## config.mk

```make
export PLATFORM = sky130hd
export DESIGN_NAME = wb_project_mux_ctrl_flat
export DESIGN_NICKNAME = d
export VERILOG_FILES = /design/src/rtl/wb_project_mux_ctrl_if.sv /design/src/rtl/wb_project_mux_ctrl.sv /design/src/flat_wrapper.sv
export SDC_FILE = /design/constraint.sdc
export NUM_CORES = 1
export LEC_CHECK = 0
export ABC_CLOCK_PERIOD_IN_PS = 5650
export CORE_MARGIN = 2
export CORE_UTILIZATION = 40
export CTS_BUF_LIST = sky130_fd_sc_hd__clkbuf_4 sky130_fd_sc_hd__clkbuf_8 sky130_fd_sc_hd__clkbuf_16
export CTS_CLUSTER_DIAMETER = 120
export DETAILED_ROUTE_END_ITERATION = 16
export MAX_ROUTING_LAYER = met4
export PLACE_DENSITY = 0.72
export SLEW_MARGIN = 10
export SYNTH_ARGS = -nofsm -noshare
export SYNTH_HDL_FRONTEND = slang
export SYNTH_SLANG_ARGS = --single-unit
```

## constraint.sdc

```tcl
create_clock -name wb_clk_i -period 5.65 [get_ports wb_clk_i]
set_clock_uncertainty 0.1 [all_clocks]
set_input_delay 1.695 -clock wb_clk_i [delete_from_list [all_inputs] [get_ports wb_clk_i]]
set_output_delay 1.695 -clock wb_clk_i [all_outputs]
set_load 0.05 [all_outputs]
```

## src/rtl/wb_project_mux_ctrl_if.sv

```systemverilog
// Wishbone slave bundle between the management SoC (master) and the project
// mux controller (slave). Signal names follow the Caravel wbs_* naming.
interface wb_project_mux_ctrl_if;
  logic        wbs_stb_i;
  logic        wbs_cyc_i;
  logic        wbs_we_i;
  logic [3:0]  wbs_sel_i;
  logic [31:0] wbs_dat_i;
  logic [31:0] wbs_adr_i;
  logic        wbs_ack_o;
  logic [31:0] wbs_dat_o;

  modport master (
    output wbs_stb_i, wbs_cyc_i, wbs_we_i, wbs_sel_i, wbs_dat_i, wbs_adr_i,
    input  wbs_ack_o, wbs_dat_o
  );

  modport slave (
    input  wbs_stb_i, wbs_cyc_i, wbs_we_i, wbs_sel_i, wbs_dat_i, wbs_adr_i,
    output wbs_ack_o, wbs_dat_o
  );
endinterface

```

## src/rtl/wb_project_mux_ctrl.sv

```systemverilog
// Project-array select controller: WB register file plus the handover
// sequencer (drain, switch, timed reset, run) and a clock-enable divider.
//
//   state    | meaning
//   ---------+-----------------------------------------------------------
//   S_IDLE   | EN=0 or not yet started; project disabled and held in reset
//   S_DRAIN  | one cycle with the outgoing project disabled
//   S_SWITCH | one cycle; select bus takes SEL, reset timer loaded
//   S_RESET  | new project enabled but held in reset until the timer ends
//   S_RUN    | project enabled and released; clock-enable divider running
module wb_project_mux_ctrl #(
  parameter logic [31:0] BASE_ADDR = 32'h3000_0000,
  parameter int          SEL_W     = 8,
  parameter logic [7:0]  RST_DEF   = 8'd10
) (
  input  logic                   wb_clk_i,
  input  logic                   wb_rst_i,
  wb_project_mux_ctrl_if.slave   wbs,
  output logic [SEL_W-1:0]       proj_sel,
  output logic                   proj_ena,
  output logic                   proj_rst_n,
  output logic                   proj_clk_en,
  output logic                   busy
);

  typedef enum logic [2:0] {
    S_IDLE,
    S_DRAIN,
    S_SWITCH,
    S_RESET,
    S_RUN
  } state_e;

  state_e           state_q;
  logic             ack_q;
  logic [31:0]      dat_q;
  logic             en_q;
  logic             srst_q;
  logic [7:0]       sel_q;
  logic [7:0]       rst_cycles_q;
  logic [7:0]       clkdiv_q;
  logic [SEL_W-1:0] proj_sel_q;
  logic             ena_q;
  logic             rst_n_q;
  logic             busy_q;
  logic             clk_en_q;
  logic [7:0]       rst_cnt_q;
  logic [7:0]       div_q;
  logic [7:0]       div_lim_q;

  logic             hit;
  logic             acc;
  logic             wr;
  logic [1:0]       off;
  logic [31:0]      rd_d;
  logic             div_wrap;
  logic [7:0]       div_d;
  logic [7:0]       div_lim_d;
  logic             unused_bits;

  always_comb begin
    hit  = wbs.wbs_stb_i & wbs.wbs_cyc_i & (wbs.wbs_adr_i[31:4] == BASE_ADDR[31:4]);
    // the ack cycle itself never starts a new access, so a held strobe alternates
    acc  = hit & ~ack_q;
    wr   = acc & wbs.wbs_we_i;
    off  = wbs.wbs_adr_i[3:2];
    rd_d = '0;
    case (off)
      2'd0: rd_d = {16'h0, sel_q, 7'h0, en_q};
      2'd1: rd_d = {16'h0, 8'(proj_sel_q), 5'h0, rst_n_q, ena_q, busy_q};
      2'd2: rd_d = {24'h0, rst_cycles_q};
      2'd3: rd_d = {24'h0, clkdiv_q};
      default: rd_d = '0;
    endcase
    div_wrap    = (div_q == div_lim_q);
    div_d       = div_wrap ? 8'd0 : div_q + 8'd1;
    div_lim_d   = div_wrap ? clkdiv_q : div_lim_q;
    unused_bits = ^{wbs.wbs_dat_i[31:16], wbs.wbs_sel_i[3:2], wbs.wbs_adr_i[1:0]};
  end

  always_ff @(posedge wb_clk_i or posedge wb_rst_i) begin
    if (wb_rst_i) begin
      ack_q        <= 1'b0;
      dat_q        <= '0;
      en_q         <= 1'b0;
      srst_q       <= 1'b0;
      sel_q        <= '0;
      rst_cycles_q <= RST_DEF;
      clkdiv_q     <= '0;
    end else begin
      ack_q  <= acc;
      dat_q  <= (acc & ~wbs.wbs_we_i) ? rd_d : '0;
      srst_q <= wr & (off == 2'd0) & wbs.wbs_sel_i[0] & wbs.wbs_dat_i[1] & ~busy_q;
      if (wr) begin
        case (off)
          2'd0: begin
            if (wbs.wbs_sel_i[0]) en_q  <= wbs.wbs_dat_i[0];
            if (wbs.wbs_sel_i[1]) sel_q <= wbs.wbs_dat_i[15:8];
          end
          2'd2: if (wbs.wbs_sel_i[0]) rst_cycles_q <= wbs.wbs_dat_i[7:0];
          2'd3: if (wbs.wbs_sel_i[0]) clkdiv_q     <= wbs.wbs_dat_i[7:0];
          default: ;
        endcase
      end
    end
  end

  always_ff @(posedge wb_clk_i or posedge wb_rst_i) begin
    if (wb_rst_i) begin
      state_q    <= S_IDLE;
      proj_sel_q <= '0;
      ena_q      <= 1'b0;
      rst_n_q    <= 1'b0;
      busy_q     <= 1'b0;
      clk_en_q   <= 1'b0;
      rst_cnt_q  <= '0;
      div_q      <= '0;
      div_lim_q  <= '0;
    end else if (!en_q) begin
      state_q  <= S_IDLE;
      ena_q    <= 1'b0;
      rst_n_q  <= 1'b0;
      busy_q   <= 1'b0;
      clk_en_q <= 1'b0;
    end else begin
      case (state_q)
        S_IDLE: begin
          state_q <= S_DRAIN;
          busy_q  <= 1'b1;
        end
        S_DRAIN: begin
          state_q    <= S_SWITCH;
          proj_sel_q <= SEL_W'(sel_q);
          rst_cnt_q  <= (rst_cycles_q == 8'd0) ? 8'd1 : rst_cycles_q;
        end
        S_SWITCH: begin
          state_q <= S_RESET;
          ena_q   <= 1'b1;
        end
        S_RESET: begin
          if (rst_cnt_q == 8'd1) begin
            state_q   <= S_RUN;
            rst_n_q   <= 1'b1;
            busy_q    <= 1'b0;
            div_q     <= 8'd0;
            div_lim_q <= clkdiv_q;
            clk_en_q  <= (clkdiv_q == 8'd0);
          end else begin
            rst_cnt_q <= rst_cnt_q - 8'd1;
          end
        end
        S_RUN: begin
          if ((SEL_W'(sel_q) != proj_sel_q) || srst_q) begin
            state_q  <= S_DRAIN;
            ena_q    <= 1'b0;
            rst_n_q  <= 1'b0;
            busy_q   <= 1'b1;
            clk_en_q <= 1'b0;
          end else begin
            div_q     <= div_d;
            div_lim_q <= div_lim_d;
            clk_en_q  <= (div_d == div_lim_d);
          end
        end
        default: begin
          state_q  <= S_IDLE;
          ena_q    <= 1'b0;
          rst_n_q  <= 1'b0;
          busy_q   <= 1'b0;
          clk_en_q <= 1'b0;
        end
      endcase
    end
  end

  assign wbs.wbs_ack_o = ack_q;
  assign wbs.wbs_dat_o = dat_q;
  assign proj_sel      = proj_sel_q;
  assign proj_ena      = ena_q;
  assign proj_rst_n    = rst_n_q;
  assign proj_clk_en   = clk_en_q;
  assign busy          = busy_q;

endmodule

```

## src/flat_wrapper.sv

```systemverilog
// flat-port wrapper written by rule: the top's interface ports become plain ports
module wb_project_mux_ctrl_flat 
#(
  parameter logic [31:0] BASE_ADDR = 32'h3000_0000,
  parameter int          SEL_W     = 8,
  parameter logic [7:0]  RST_DEF   = 8'd10
)
  (wb_clk_i, wb_rst_i, proj_sel, proj_ena, proj_rst_n, proj_clk_en, busy, wbs_wbs_stb_i, wbs_wbs_cyc_i, wbs_wbs_we_i, wbs_wbs_sel_i, wbs_wbs_dat_i, wbs_wbs_adr_i, wbs_wbs_ack_o, wbs_wbs_dat_o);
  wb_project_mux_ctrl_if wbs_i ();
  input  logic wb_clk_i;
  input  logic wb_rst_i;
  output logic [SEL_W-1:0] proj_sel;
  output logic proj_ena;
  output logic proj_rst_n;
  output logic proj_clk_en;
  output logic busy;
  input wire logic [$bits(wbs_i.wbs_stb_i)-1:0] wbs_wbs_stb_i;
  input wire logic [$bits(wbs_i.wbs_cyc_i)-1:0] wbs_wbs_cyc_i;
  input wire logic [$bits(wbs_i.wbs_we_i)-1:0] wbs_wbs_we_i;
  input wire logic [$bits(wbs_i.wbs_sel_i)-1:0] wbs_wbs_sel_i;
  input wire logic [$bits(wbs_i.wbs_dat_i)-1:0] wbs_wbs_dat_i;
  input wire logic [$bits(wbs_i.wbs_adr_i)-1:0] wbs_wbs_adr_i;
  output wire logic [$bits(wbs_i.wbs_ack_o)-1:0] wbs_wbs_ack_o;
  output wire logic [$bits(wbs_i.wbs_dat_o)-1:0] wbs_wbs_dat_o;
  assign wbs_i.wbs_stb_i = wbs_wbs_stb_i;
  assign wbs_i.wbs_cyc_i = wbs_wbs_cyc_i;
  assign wbs_i.wbs_we_i = wbs_wbs_we_i;
  assign wbs_i.wbs_sel_i = wbs_wbs_sel_i;
  assign wbs_i.wbs_dat_i = wbs_wbs_dat_i;
  assign wbs_i.wbs_adr_i = wbs_wbs_adr_i;
  assign wbs_wbs_ack_o = wbs_i.wbs_ack_o;
  assign wbs_wbs_dat_o = wbs_i.wbs_dat_o;
  wb_project_mux_ctrl #(.BASE_ADDR(BASE_ADDR), .SEL_W(SEL_W), .RST_DEF(RST_DEF)) u_core (.wb_clk_i(wb_clk_i), .wb_rst_i(wb_rst_i), .wbs(wbs_i), .proj_sel(proj_sel), .proj_ena(proj_ena), .proj_rst_n(proj_rst_n), .proj_clk_en(proj_clk_en), .busy(busy));
endmodule
```

==> impl_metrics.tcl, run 1 <==
set metrics [dict create \
    status "finished clean" \
    fin_crit_sh 0.678 \
    synth_top_family_by_area "multiplexers" \
    antenna_found_initial 0 \
    syn_avg_cell_area_um2 11.1 \
    clock_latency_ns 0.36 \
    final_cells 603 \
    worst_pin_slew_ns 1.08 \
    place_congestion 0.873 \
    firstDrtPassIters 4 \
    netlist_top_cells_area "dfrtp_1, mux2_2, mux2i_1, buf_4, mux2_4" \
    seq_area_frac_synth 0.482 \
    synth-simple-area-share 0.155 \
    setup_violations 0 \
    layout_commonest_cell "clkdlybuf4s50_1" \
    dpl.cell_count 587 \
    cts_sinks 82 \
    synth_top_area_frac 0.469 \
    critical_path_buf_inv_count 1 \
    grt_use_total 0.177 \
    cts_tree "built" \
    synth-compound-area-share 0.0760 \
    area_growth_pct 24.8 \
    drive_gt1_frac 0.154 \
    postPlaceCellArea_um2 5130 \
    synth.cell_area_um2 4270 \
    via_count 3114 \
    htree_levels 3 \
    io_buffers 81 \
    synthArstFlopShare 1.00 \
    yosysUniqueCellTypes 58 \
    finalHoldViolations 0 \
    yosysTopAreaCell "dfrtp_1" \
    vias_per_cell 5.16 \
    cpPeakStageDelay_ns 0.65 \
    fillers 888 \
    wl_um 9430 \
    drt_iter0_markers 120 \
    holdCritPathClass "flop to flop" \
    ios 118 \
    final_area_um2 5330 \
    cts_root_buf "clkbuf_8" \
    powerDensity_nw_per_um2 207 \
    postCtsHoldBufs 0 \
    worstPathArrival_ns 3.97 \
    antenna_cells 0 \
    rsz0062_at_grt "false" \
    muxShareOfSynthArea 0.178 \
    die_w_um 107 \
    crit_fanout 8 \
    cp-end-kind "flop" \
    core_um2 10300 \
    post_drt_wl_per_cell_um 15.6 \
    fin_nets 538 \
    grt_pass1_wl_um 15600 \
    fin_setup_tns_ns 0 \
    multi_input_area_um2 2030 \
    crit_chain "clkdlybuf4s50_1 > nor4_1 > nand4_1 > or2_1 > nor3_2 > mux2_2" \
    overflow 0 \
    worst_setup_path_start_kind "primary input" \
    initial_utilization 0.413 \
    path_clk_slew_ns 0.09 \
    hpwl_um 6970 \
    row_count 37 \
    p_leak_nw 2.40 \
    die_h_um 107 \
    synth_cells 385 \
    ant_nets 0 \
    cts_buffer_depth 2 \
    maxSlewViolCount 0 \
    fmax_mhz 261 \
    slew-limit-headroom 0.282 \
    min_period_ns 3.83 \
    ys_seq_elements 82 \
    post_cts_buffers 0 \
    synth_ff_type "dfrtp_1" \
    synth_edf_count 0 \
    yosysWarnings 0 \
    synth_xor_xnor_area_share 0.0452 \
    worst-setup-path-type "primary input to flop" \
    synthAdderAreaFrac 0.00880 \
    vdd_ir_drop_max_v 0.000140 \
    cts_buffers 9 \
    first_global_vias 3103 \
    crit_slowest_cell "nor3_2" \
    crit_required_ns 5.79 \
    seqCellArea_um2 2050 \
    dieArea_um2 11500 \
    critPathTopFamily "simple AND/OR/NAND/NOR gates" \
    cts-resized-gates 0 \
    drv_cap 0 \
    final_cell_mix "clkdlybuf4s50_1, dfrtp_1, nor2_1" \
    grt_max_degree 64 \
    drc 0 \
]
## metal layers
| metal | routed length (um) | part of all wire | track usage |
|---|---|---|---|
| met2 | 4490 | 0.48 | 0.273 |
| met5 | 0 | 0 | - |
| met1 | 4500 | 0.48 | 0.239 |
| met3 | 275 | 0.029 | 0.0309 |
| met4 | 167 | 0.018 | 0.0594 |
## worst paths after layout
| path | start | slack [ns] | cells after the start | end |
|---|---|---|---|---|
| min in group asynchronous | wb_rst_i | 1.77 | 2 | u_core.proj_sel[4] |
| max in group asynchronous | wb_rst_i | 2.85 | 3 | u_core.wbs.wbs_dat_o[0] |
| min | u_core.rst_cnt_q[1] | 0.43 | 2 | u_core.rst_cnt_q[1] |
| max | wbs_wbs_adr_i[9] | 1.82 | 6 | u_core.clkdiv_q[1] |
| max reg2reg | u_core.proj_sel[7] | 3.02 | 6 | u_core.div_q[6] |
| min reg2reg | u_core.rst_cnt_q[1] | 0.43 | 2 | u_core.rst_cnt_q[1] |
## sequential cells by signal (all words and copies together) (netlist names)
register / cells
u_core.srst_q: 1
u_core.clkdiv_q: 8
u_core.div_q: 8
u_core.proj_sel: 8
u_core.proj_clk_en: 1
u_core.sel_q: 8
u_core.proj_ena: 1
u_core.proj_rst_n: 1
u_core.rst_cycles_q: 8
u_core.busy: 1
u_core.wbs.wbs_dat_o: 16
u_core.state_q: 3
u_core.wbs.wbs_ack_o: 1
u_core.div_lim_q: 8
u_core.en_q: 1
u_core.rst_cnt_q: 8
## cell families after synthesis
logic type | count (synthesis)
and+or+nand+nor | 113
buffers and inverters | 43
adders and majority gates | 3
DFF | 82
other | 1
AOI/OAI and AO/OA | 55
muxes | 66
xor gates and xnor gates | 22
## final cells by class
class	instances	area share
Multi-Input combinational cell	275	0.382
Timing Repair Buffer	83	0.155
Clock inverter	6	0.0125
Tap cell	136	0.0320
Sequential cell	82	0.386
Clock buffer	10	0.0247
Inverter	11	0.00799
## metrics by stage
stage	total power, W	setup slack (ns)	hold slack, ns	utilization
floorplan	0.000647	1.75	0.370	-
global placement	0.000680	1.46	0.405	0.497
detailed placement	0.000681	1.46	0.409	0.497
CTS	0.00111	1.82	0.430	0.516
global route	0.00114	1.63	0.470	0.516
finish	0.00110	1.82	0.429	0.516
## Yosys cell counts (9+ instances only)
cell type	n
inv_1	11
clkbuf_1	12
mux2i_1	19
xor2_1	9
nand2_1	19
nand3_1	10
mux2_2	30
buf_4	17
a21oi_1	20
nor2_1	31
xnor2_1	13
o21ai_0	12
dfrtp_1	80
## worst reg2reg max path: cells and delay by family, from the launching register on
kind            cells  cell delay, ns
xor+xnor            1            0.18
compound gates      1            0.16
flops               1            0.43
simple gates        3            1.52
mux                 1            0.18
## power by group
group,internal (W),switching [W]
sequential,0.000586,0.00000000000116
clock,0.000210,0.000221
combinational,0.0000361,0.0000464
Power figures use the tool's default switching activity.
==> run 2: changes to the inputs <==
- ABC_CLOCK_PERIOD_IN_PS: 5650 -> 3100
- PLACE_DENSITY: 0.72 -> 0.74
- clock period: 5.65 -> 3.1 ns (I/O delays scaled with it)
==> run 2 against run 1 <==
Cell count rose by 1.2%. Global-route usage grew 0.68 points. Sequential share of layout area shrank 1.1 points. Power up 99%. Utilization is 1.5 points higher. Worst hold slack better by 0.0084 ns. Largest power group unchanged. Worst setup slack worse by 1.5 ns.
==> impl_metrics.tcl, run 2 (synthesized netlist as in run 1, its figures left out) <==
set metrics [dict create \
    fmax_mhz 360 \
    vias_per_cell 5.28 \
    seqPwrFrac 0.489 \
    pwr-share-clk 0.439 \
    postCtsHoldBufs 0 \
    min_from "u_core.rst_cnt_q[1]" \
    place_congestion 0.876 \
    htree_levels 3 \
    crit_start "wbs_wbs_adr_i[9]" \
    dieArea_um2 11500 \
    switching_share 0.215 \
    grt_pass1_wl_um 16200 \
    setup_violations 0 \
    p_leak_nw 2.48 \
    initial_utilization 0.413 \
    firstDrtPassIters 4 \
    power_switching_w 0.000470 \
    hpwl_um 7260 \
    powerDensity_nw_per_um2 399 \
    via_count 3222 \
    cts-resized-gates 0 \
    row_count 37 \
    final_area_um2 5480 \
    die_w_um 107 \
    die_h_um 107 \
    antenna_found_initial 0 \
    grt_max_degree 30 \
    vdd_ir_drop_max_v 0.000299 \
    largest_register_ffs 16 \
    dpl.cell_count 594 \
    clock_latency_ns 0.35 \
    final_cell_mix "clkdlybuf4s50_1, dfrtp_1, nor2_1" \
    r2r-start "u_core.rst_cnt_q[4]" \
    post_cts_buffers 0 \
    holdCritPathClass "flop to flop" \
    cts_buffers 9 \
    worst_setup_path_start_kind "primary input" \
    path_clk_slew_ns 0.09 \
    grt_use_total 0.184 \
    area_growth_pct 28.5 \
    fin_nets 545 \
    final_core_util 0.531 \
    ios 118 \
    final_cells 610 \
    postPlaceCellArea_um2 5230 \
    min_period_ns 2.78 \
    internal_power_w 0.00172 \
    cp-end-kind "flop" \
    cts_root_buf "clkbuf_8" \
    worstPathArrival_ns 2.97 \
    place_ws_ns -0.0115 \
    drt_iter0_markers 190 \
    layout_setup_ws_ns 0.325 \
    first_global_vias 3289 \
    drv_cap 0 \
    p_comb_frac 0.072 \
    layout_commonest_cell "clkdlybuf4s50_1" \
    antenna_cells 0 \
    cts_sinks 82 \
    worst-setup-path-type "primary input to flop" \
    rsz0062_at_grt "false" \
    overflow 0 \
    slew-limit-headroom 0.462 \
    cts_buffer_depth 2 \
    report.power.total_w 0.00219 \
    crit_fanout 5 \
    io_buffers 81 \
    worst_pin_slew_ns 0.804 \
    core_um2 10300 \
    status "finished clean" \
    crit_required_ns 3.29 \
    wl_um 9770 \
    fillers 864 \
    fin_crit_sh 0.895 \
    drc 0 \
    cts_tree "built" \
    maxSlewViolCount 0 \
    finalHoldViolations 0 \
    drive_gt1_frac 0.167 \
    ant_nets 0 \
    post_drt_wl_per_cell_um 16.0 \
]
-- run 2: cell types whose count changed in the layout (fill, tap and decap cells not counted), moves of 2 or more --
| cell | before | now |
|---|---|---|
| clkinv_2 | 2 | 0 |
| bufinv_16 | 1 | 3 |
| buf_4 | 2 | 5 |
| buf_12 | 0 | 4 |
| clkinvlp_4 | 3 | 1 |
-- run 2: layout make-up --
cell class | instances | area (um2) | area share
multi-input cells | 275 | 2030 | 0.371
repair buffers | 90 | 928 | 0.169
clock inverters | 4 | 98.8 | 0.0180
clock buffers | 12 | 153 | 0.0278
inverters | 11 | 45.0 | 0.00821
well taps | 136 | 170 | 0.0310
flip-flops and latches | 82 | 2050 | 0.375
-- run 2: critical path, cell delays in order --
cell	delay (ns)
clkdlybuf4s50_1	0.40
nor4_1	0.32
nand4_1	0.16
or2_1	0.35
inv_1	0.12
nand4_1	0.16
nor3b_1	0.36
buf_4	0.18
-- run 2: power groups by stage --
stage,Clock [W],Combinational (W),Sequential [W]
detailed placement,0,0.000158,0.00109
global placement,0,0.000157,0.00109
CTS,0.000981,0.000159,0.00107
global route,0.00102,0.000170,0.00107
finish,0.000961,0.000157,0.00107
floorplan,0,0.0000898,0.00109
-- run 2: through the flow --
step                hold WS [ns]  setup TNS [ns]
CTS                        0.433               0
finish                     0.437               0
floorplan                  0.370               0
global placement           0.395         -0.0239
global route               0.464               0
detailed placement         0.412         -0.0145
-- run 2: metal layers --
metal / up-vias / wire length (um) / track usage / share of wire
met2: 85 / 4780 / 0.294 / 0.49
met4: 0 / 135 / 0.0464 / 0.014
met1: 1618 / 4390 / 0.243 / 0.45
li1: 1508 / - / - / -
met5: - / 0 / - / 0
met3: 11 / 467 / 0.0345 / 0.048
-- run 2: worst paths after layout --
| check | to | slack, ns | cells after the start |
|---|---|---|---|
| min reg2reg | u_core.rst_cnt_q[1] | 0.44 | 2 |
| max in group asynchronous | u_core.rst_cycles_q[1] | 1.38 | 3 |
| max reg2reg | u_core.div_q[0] | 0.64 | 5 |
| min | u_core.rst_cnt_q[1] | 0.44 | 2 |
| min in group asynchronous | u_core.clkdiv_q[4] | 0.90 | 2 |
| max | u_core.srst_q | 0.32 | 8 |
